===== config.mk =====
export PLATFORM = sky130hd
export DESIGN_NAME = sram_ctrl
export DESIGN_NICKNAME = d
export VERILOG_FILES = /design/src/rtl/sram_ctrl.sv
export SDC_FILE = /design/constraint.sdc
export NUM_CORES = 1
export LEC_CHECK = 0
export BUFFER_PORTS_ARGS = -buffer_cell sky130_fd_sc_hd__clkbuf_2
export CAP_MARGIN = 40
export CELL_PAD_IN_SITES_DETAIL_PLACEMENT = 0
export CELL_PAD_IN_SITES_GLOBAL_PLACEMENT = 1
export CORE_ASPECT_RATIO = 0.6
export CORE_UTILIZATION = 33
export CTS_BUF_LIST = sky130_fd_sc_hd__clkbuf_8 sky130_fd_sc_hd__clkbuf_16
export CTS_CLUSTER_SIZE = 8
export DETAILED_ROUTE_END_ITERATION = 7
export GPL_ROUTABILITY_DRIVEN = 0
export PLACE_DENSITY_LB_ADDON = 0.3
export SLEW_MARGIN = 10
export SYNTH_ARGS = -nofsm -noshare
export SYNTH_HDL_FRONTEND = slang
export SYNTH_SLANG_ARGS = --single-unit

===== constraint.sdc =====
create_clock -name clk -period 1.7 [get_ports clk]
set_input_delay 0.085 -clock clk [delete_from_list [all_inputs] [get_ports clk]]
set_output_delay 0.085 -clock clk [all_outputs]
set_load 0.05 [all_outputs]

===== src/rtl/sram_ctrl.sv =====
// sram_ctrl: single-port controller for a 512K x 16 asynchronous SRAM.
// Turns one-word valid/ready requests into registered CS/OE/WE/LB/UB
// strobe sequences and returns read data with a one-cycle rsp_valid pulse.
//
// Ports:
//   clk, rst                 100 MHz clock, synchronous active-high reset
//   req_valid/req_ready      request handshake (ready only in IDLE)
//   req_we/addr/wdata/be     request fields, latched on accept
//   rsp_valid/rsp_rdata      read response pulse and held read data
//   ram_adr, dat_out, dat_oe address and data-out path to the pads
//   dat_in                   data-in path from the pads
//   ram_*_n                  active-low SRAM strobes
//
// Build option: define SRAM_BYTE_MASK_EN to honour req_be on writes;
// otherwise both byte lanes are written on every write.
module sram_ctrl #(
    parameter int ADDR_W  = 19,
    parameter int DATA_W  = 16,
    parameter int RD_WAIT = 1,
    parameter int WR_WAIT = 1
) (
    input  logic              clk,
    input  logic              rst,
    input  logic              req_valid,
    output logic              req_ready,
    input  logic              req_we,
    input  logic [ADDR_W-1:0] req_addr,
    input  logic [DATA_W-1:0] req_wdata,
    input  logic [1:0]        req_be,
    output logic              rsp_valid,
    output logic [DATA_W-1:0] rsp_rdata,
    output logic [ADDR_W-1:0] ram_adr,
    output logic [DATA_W-1:0] dat_out,
    input  logic [DATA_W-1:0] dat_in,
    output logic              dat_oe,
    output logic              ram_cs_n,
    output logic              ram_oe_n,
    output logic              ram_we_n,
    output logic              ram_lb_n,
    output logic              ram_ub_n
);

    typedef enum logic [2:0] {
        S_IDLE,
        S_WR_SETUP,
        S_WR_PULSE,
        S_WR_HOLD,
        S_RD_STROBE
    } state_t;

    localparam logic [3:0] RD_CNT = 4'(RD_WAIT);
    localparam logic [3:0] WR_CNT = 4'(WR_WAIT);

    state_t     r_state;
    logic [3:0] r_cnt;
    logic       w_accept;

    assign w_accept = req_valid & req_ready;

`ifndef SRAM_BYTE_MASK_EN
    logic w_unused_be;
    assign w_unused_be = ^req_be;
`endif

    always_ff @(posedge clk) begin
        if (rst) begin
            r_state   <= S_IDLE;
            r_cnt     <= '0;
            req_ready <= 1'b0;
            rsp_valid <= 1'b0;
            rsp_rdata <= '0;
            ram_adr   <= '0;
            dat_out   <= '0;
            dat_oe    <= 1'b0;
            ram_cs_n  <= 1'b1;
            ram_oe_n  <= 1'b1;
            ram_we_n  <= 1'b1;
            ram_lb_n  <= 1'b1;
            ram_ub_n  <= 1'b1;
        end else begin
            rsp_valid <= 1'b0;
            unique case (r_state)
                S_IDLE: begin
                    if (w_accept) begin
                        req_ready <= 1'b0;
                        ram_adr   <= req_addr;
                        ram_cs_n  <= 1'b0;
                        if (req_we) begin
                            r_state <= S_WR_SETUP;
                            dat_out <= req_wdata;
                            dat_oe  <= 1'b1;
`ifdef SRAM_BYTE_MASK_EN
                            ram_lb_n <= ~req_be[0];
                            ram_ub_n <= ~req_be[1];
`else
                            ram_lb_n <= 1'b0;
                            ram_ub_n <= 1'b0;
`endif
                        end else begin
                            r_state  <= S_RD_STROBE;
                            r_cnt    <= RD_CNT;
                            ram_oe_n <= 1'b0;
                            ram_lb_n <= 1'b0;
                            ram_ub_n <= 1'b0;
                        end
                    end else begin
                        req_ready <= 1'b1;
                    end
                end
                S_WR_SETUP: begin
                    r_state  <= S_WR_PULSE;
                    r_cnt    <= WR_CNT;
                    ram_we_n <= 1'b0;
                end
                S_WR_PULSE: begin
                    if (r_cnt == 4'd0) begin
                        r_state  <= S_WR_HOLD;
                        ram_we_n <= 1'b1;
                    end else begin
                        r_cnt <= r_cnt - 4'd1;
                    end
                end
                S_WR_HOLD: begin
                    // Data and address stay put one cycle past WE rising.
                    r_state   <= S_IDLE;
                    req_ready <= 1'b1;
                    dat_oe    <= 1'b0;
                    ram_cs_n  <= 1'b1;
                    ram_lb_n  <= 1'b1;
                    ram_ub_n  <= 1'b1;
                end
                S_RD_STROBE: begin
                    if (r_cnt == 4'd0) begin
                        // OE deasserts here, so a following write's
                        // dat_oe cannot overlap it.
                        r_state   <= S_IDLE;
                        rsp_rdata <= dat_in;
                        rsp_valid <= 1'b1;
                        req_ready <= 1'b1;
                        ram_cs_n  <= 1'b1;
                        ram_oe_n  <= 1'b1;
                        ram_lb_n  <= 1'b1;
                        ram_ub_n  <= 1'b1;
                    end else begin
                        r_cnt <= r_cnt - 4'd1;
                    end
                end
                default: begin
                    r_state <= S_IDLE;
                end
            endcase
        end
    end

endmodule


After elaboration in Yosys (flattened, before gate mapping)
Cells that the tools add are included.
Storage, ports and cells
  output and inout port bits: 59
  bits of input ports: 57
  register bits: 64
  logic and storage cells: 65
Operators by class
  bitwise gates (word level): 2
  eq/ne operators: 10
  $add $sub $neg: 1
  reduce and logical (&&, ||, !) cells: 19
  mux-type cells: 22
Operators by type and width (count)
  $mux 3: 4
  $mux 4: 3
  $ne 2x2->1 const B: 6
  $pmux 3 s4: 1
  $pmux 4 s3: 1
  $reduce_and 3->1: 4
  $mux 1: 8
  $reduce_and 2->1: 4
  $reduce_and 4->1: 2
  $eq 3x2->1 const B: 2
  $pmux 1 s2: 3
  $pmux 1 s3: 2
  $reduce_bool 2->1: 3
  $reduce_bool 3->1: 2
  $logic_not 4->1: 1
  $reduce_or 2->1: 2
  $sub 4x1->4 const B: 1
  $eq 3x1->1 const B: 1
  $eq 3x3->1 const B: 1
  $logic_not 3->1: 1
  $and 1x1->1: 1
  $not 1->1: 1

Longest topological paths before layout
  word-level depth: 4
  depth in mapped cells: 8
  mapped depth without buffers: 6

Worst setup path after synthesis
OpenSTA, ideal clock, no wires.
  path kind: reg2reg
  start: reg req_ready
  end: reg dat_out[10]
  setup time: 132 ps
  stages on the path, launching flop included: 6
  period minus slack after synthesis: 1563 ps
  data arrival time: 1430 ps
  required time: 1568 ps
  path buffers: 1
  path slack: 137 ps
  path through: dfxtp_1 > and2_1 > nand3_1 > buf_2 > nand2_1 > a21oi_1
Between the ends
  word-level cells in the longest chain between the ends: 2
RTL lines
  start: declaration: RTL line 25  | output logic req_ready,
  start signal: assignment: RTL line 69  | req_ready <= 1'b0;
  start signal: assignment: RTL line 85  | req_ready <= 1'b0;
  start signal: assignment: RTL line 107  | req_ready <= 1'b1;
  $and 1x1->1: RTL line 58  | assign w_accept = req_valid & req_ready;
  $reduce_and 3->1 (no line)
  end signal: assignment: RTL line 90  | dat_out <= req_wdata;
  end: declaration: RTL line 33  | output logic [DATA_W-1:0] dat_out,
No other way between the ends.
A chain may end at the register's enable or synchronous reset.

Worst setup path after layout
  start: reg r_cnt[0]
  end: reg rsp_rdata[2]
Between the ends
  word-level cells in the longest chain between the ends: 2
RTL lines
  start: declaration: RTL line 55  | logic [3:0] r_cnt;
  start signal: assignment: RTL line 120  | r_cnt <= r_cnt - 4'd1;
  start signal: assignment: RTL line 145  | r_cnt <= r_cnt - 4'd1;
  $logic_not 4->1: RTL line 133  | if (r_cnt == 4'd0) begin
  $reduce_and 2->1 (no line)
  end signal: assignment: RTL line 137  | rsp_rdata <= dat_in;
  end: declaration: RTL line 31  | output logic [DATA_W-1:0] rsp_rdata,
No other way between the ends.

==> flow_metrics.tcl <==
set metrics [dict create \
    status "finished, final reports clean" \
    yosysTopAreaCellShare 0.502 \
    clock_sinks 64 \
    synth_nets 365 \
    vias_per_cell 4.56 \
    tns_ns 0 \
    synth.cell_area_um2 2550 \
    synthCells 307 \
    p_leak_uw 0.00169 \
    pin_count 116 \
    pwr-share-clk 0.381 \
    seq_power_share 0.383 \
    die_area_um2 8110 \
    rsz0062_at_grt "false" \
    wl_per_cell_um 12.4 \
    combPwrFrac 0.236 \
    remaining_drc_errors 0 \
    crit_path_cell_trace "inv_1, ha_2, nor3b_4, and3_4, buf_12, nand2_1, a21oi_1" \
    worst_slack_ns 0.105 \
    hp-class "in2reg" \
    setup_violations 0 \
    skew_ns 0.00467 \
    grt_max_degree 46 \
    vias 2608 \
    clockBufferDepth 2 \
    initial_core_util 0.346 \
    layout-drive-gt1-share 0.344 \
    path_clk_slew_ns 0.05 \
    power.density_nw_per_um2 1110 \
    ys_seq_elements 64 \
    clock_latency_ns 0.32 \
    port_buffers 113 \
    place_worst_setup_slack_ns 0.0193 \
    antenna_found_initial 0 \
    synth.distinct_cells 41 \
    critPathKind "reg2reg" \
    swShare 0.308 \
    power.switching_uw 1350 \
    drv_cap 0 \
    p_int_uw 3040 \
    coreArea_um2 7390 \
    fill_cells 723 \
    grt_pass1_vias 2357 \
    cts_tree "yes" \
    nets 523 \
    synth.avg_cell_area_um2 8.32 \
    fp.dieW_um 116 \
    n_antenna_cell 0 \
    cts_htree_levels 3 \
    required_ns 1.95 \
    reg2reg_slack_ns 0.10 \
    cp_slowest_stage_delay_ns 0.33 \
    grt_pass1_wl_um 11100 \
    cts_made_buffers 9 \
    place_hpwl_um 4620 \
    first_iter_violations 136 \
    tightest_slew_ns 0.541 \
    startpoint_type "flip-flop" \
    cp.arrival_ns 1.84 \
    critical-path-slowest-cell "dfxtp_1" \
    drtPass1Iterations 4 \
    fin_crit_ns 1.60 \
    syn2layout_area_growth_pct 55.3 \
    max_freq_mhz 627 \
    hold_viol 0 \
    synth-edff-count 0 \
    gr-total-overflow 0 \
    postRouteAntennaNets 0 \
    yosysWarnings 0 \
    synth_largest_area_cell "dfxtp_1" \
    clock-root-buffer "clkbuf_16" \
    synthArstFlopShare 0 \
    yosys-top-cells-area "dfxtp_1 50%, nand2_1 12%, a21oi_1 9.6%" \
    track_usage 0.182 \
    dieHeight_um 70.1 \
    wl_um 7080 \
    period_share 0.938 \
    seq_area_frac_synth 0.502 \
    final_max_slew_viol_count 0 \
    vdd_drop_max_mv 0.455 \
    path_max_fanout 16 \
    num_rows 24 \
    ys.flop_type "dfxtp_1" \
    max-slew-margin-rel 0.639 \
    endpoint_kind "flip-flop" \
]
==> sequential cells by signal, summed over array words and instances, names as in the netlist <==
| signal | count |
|---|---|
| ram_adr | 19 |
| dat_out | 16 |
| rsp_rdata | 16 |
| r_cnt | 4 |
| r_state | 3 |
| dat_oe | 1 |
| ram_oe_n | 1 |
| ram_ub_n | 1 |
| ram_we_n | 1 |
| req_ready | 1 |
| rsp_valid | 1 |
==> critical path: cells and delay by family, from the launching register on <==
kind	cells	cell delay, ns
flops	1	0.33
simple gates	3	0.64
buf+inv	2	0.23
compound gates	1	0.13
fa+ha+maj	1	0.20
==> cell usage after synthesis (2+ instances only) <==
master,number
and2_1,2
buf_4,6
dfxtp_1,64
a21oi_1,49
buf_2,4
o21ai_1,2
buf_6,2
nor2_1,6
inv_1,4
clkbuf_1,12
nor3_1,5
a211oi_1,2
nand3_1,18
nor3_2,2
o21ai_0,5
xnor2_1,2
a21oi_2,9
nand2_1,81
nand3b_1,2
nand2_2,9
==> metal layers <==
metal | vias up | track usage | share of wire
met2 | 100 | 0.263 | 0.42
li1 | 1343 | - | -
met1 | 1149 | 0.226 | 0.48
met3 | 16 | 0.0868 | 0.079
met4 | 0 | 0.0837 | 0.022
met5 | - | 0 | 0
==> layout by cell type (no fill, tap or decap), types with 3 or more instances in the layout <==
master | Yosys | final
nor2_1 | 6 | 6
clkbuf_16 | 0 | 9
dfxtp_1 | 64 | 64
o21ai_0 | 5 | 5
nor3_1 | 5 | 5
nand2_1 | 81 | 81
a21oi_1 | 49 | 49
clkbuf_2 | 0 | 113
nand3_1 | 18 | 18
clkbuf_8 | 0 | 3
a21oi_2 | 9 | 9
dlygate4sd3_1 | 0 | 48
buf_4 | 6 | 11
nand2_2 | 9 | 9
inv_1 | 4 | 6
==> timing repair <==
item | CTS | global route
hold buffers | 48 | 0
resized for setup | 0 | 4
hold endpoints to repair | 48 | 0
buffers inserted | 0 | 1
endpoints found under the setup margin | 0 | 16
==> kinds of logic after synthesis <==
kind of cell,after synthesis,share of synthesized area
AO/OA/AOI/OAI,75,0.172
XOR/XNOR,2,0.00686
adder cells (fa/ha/maj),1,0.00490
buffers and inverters,30,0.0671
flip-flops,64,0.502
AND/OR/NAND/NOR,135,0.247
==> through the flow <==
step                instance area (um^2)  std cells   util  total power (uW)  hold WS [ns]
global placement                    3190        509  0.432              2630         0.308
CTS                                 3940        571  0.534              4430       0.00141
floorplan                           2550        307      -              2410         0.212
finish                              3970        572  0.537              4390        0.0130
detailed placement                  3190        509  0.432              2650         0.314
global route                        3970        572  0.537              4610        0.0230
==> power by group through the flow <==
| stage | Sequential [uW] | Combinational, uW | Clock, uW |
|---|---|---|---|
| detailed placement | 1710 | 934 | 0 |
| global placement | 1710 | 925 | 0 |
| CTS | 1680 | 1020 | 1730 |
| global route | 1700 | 1120 | 1790 |
| floorplan | 1990 | 426 | 0 |
| finish | 1680 | 1040 | 1670 |
==> path summary, 6_finish.rpt <==
kind                            depth (start not counted)            to           from
worst max-delay path                                    7  rsp_rdata[2]       r_cnt[0]
worst min-delay path                                    3   dat_out[11]  req_wdata[11]
worst max register to register                          7  rsp_rdata[2]       r_cnt[0]
worst min register to register                          2    dat_out[9]     dat_out[9]
==> cell type report <==
| class | count | area [um^2] | area share |
|---|---|---|---|
| flip-flops and latches | 64 | 1280 | 0.323 |
| repair buffers | 173 | 1150 | 0.290 |
| multi-input cells | 213 | 1120 | 0.281 |
| clock buffers | 12 | 267 | 0.0672 |
| clock inverters | 2 | 7.51 | 0.00189 |
| inverters | 4 | 15.0 | 0.00379 |
| well taps | 104 | 130 | 0.0328 |
(Power assumes the default switching activity.)
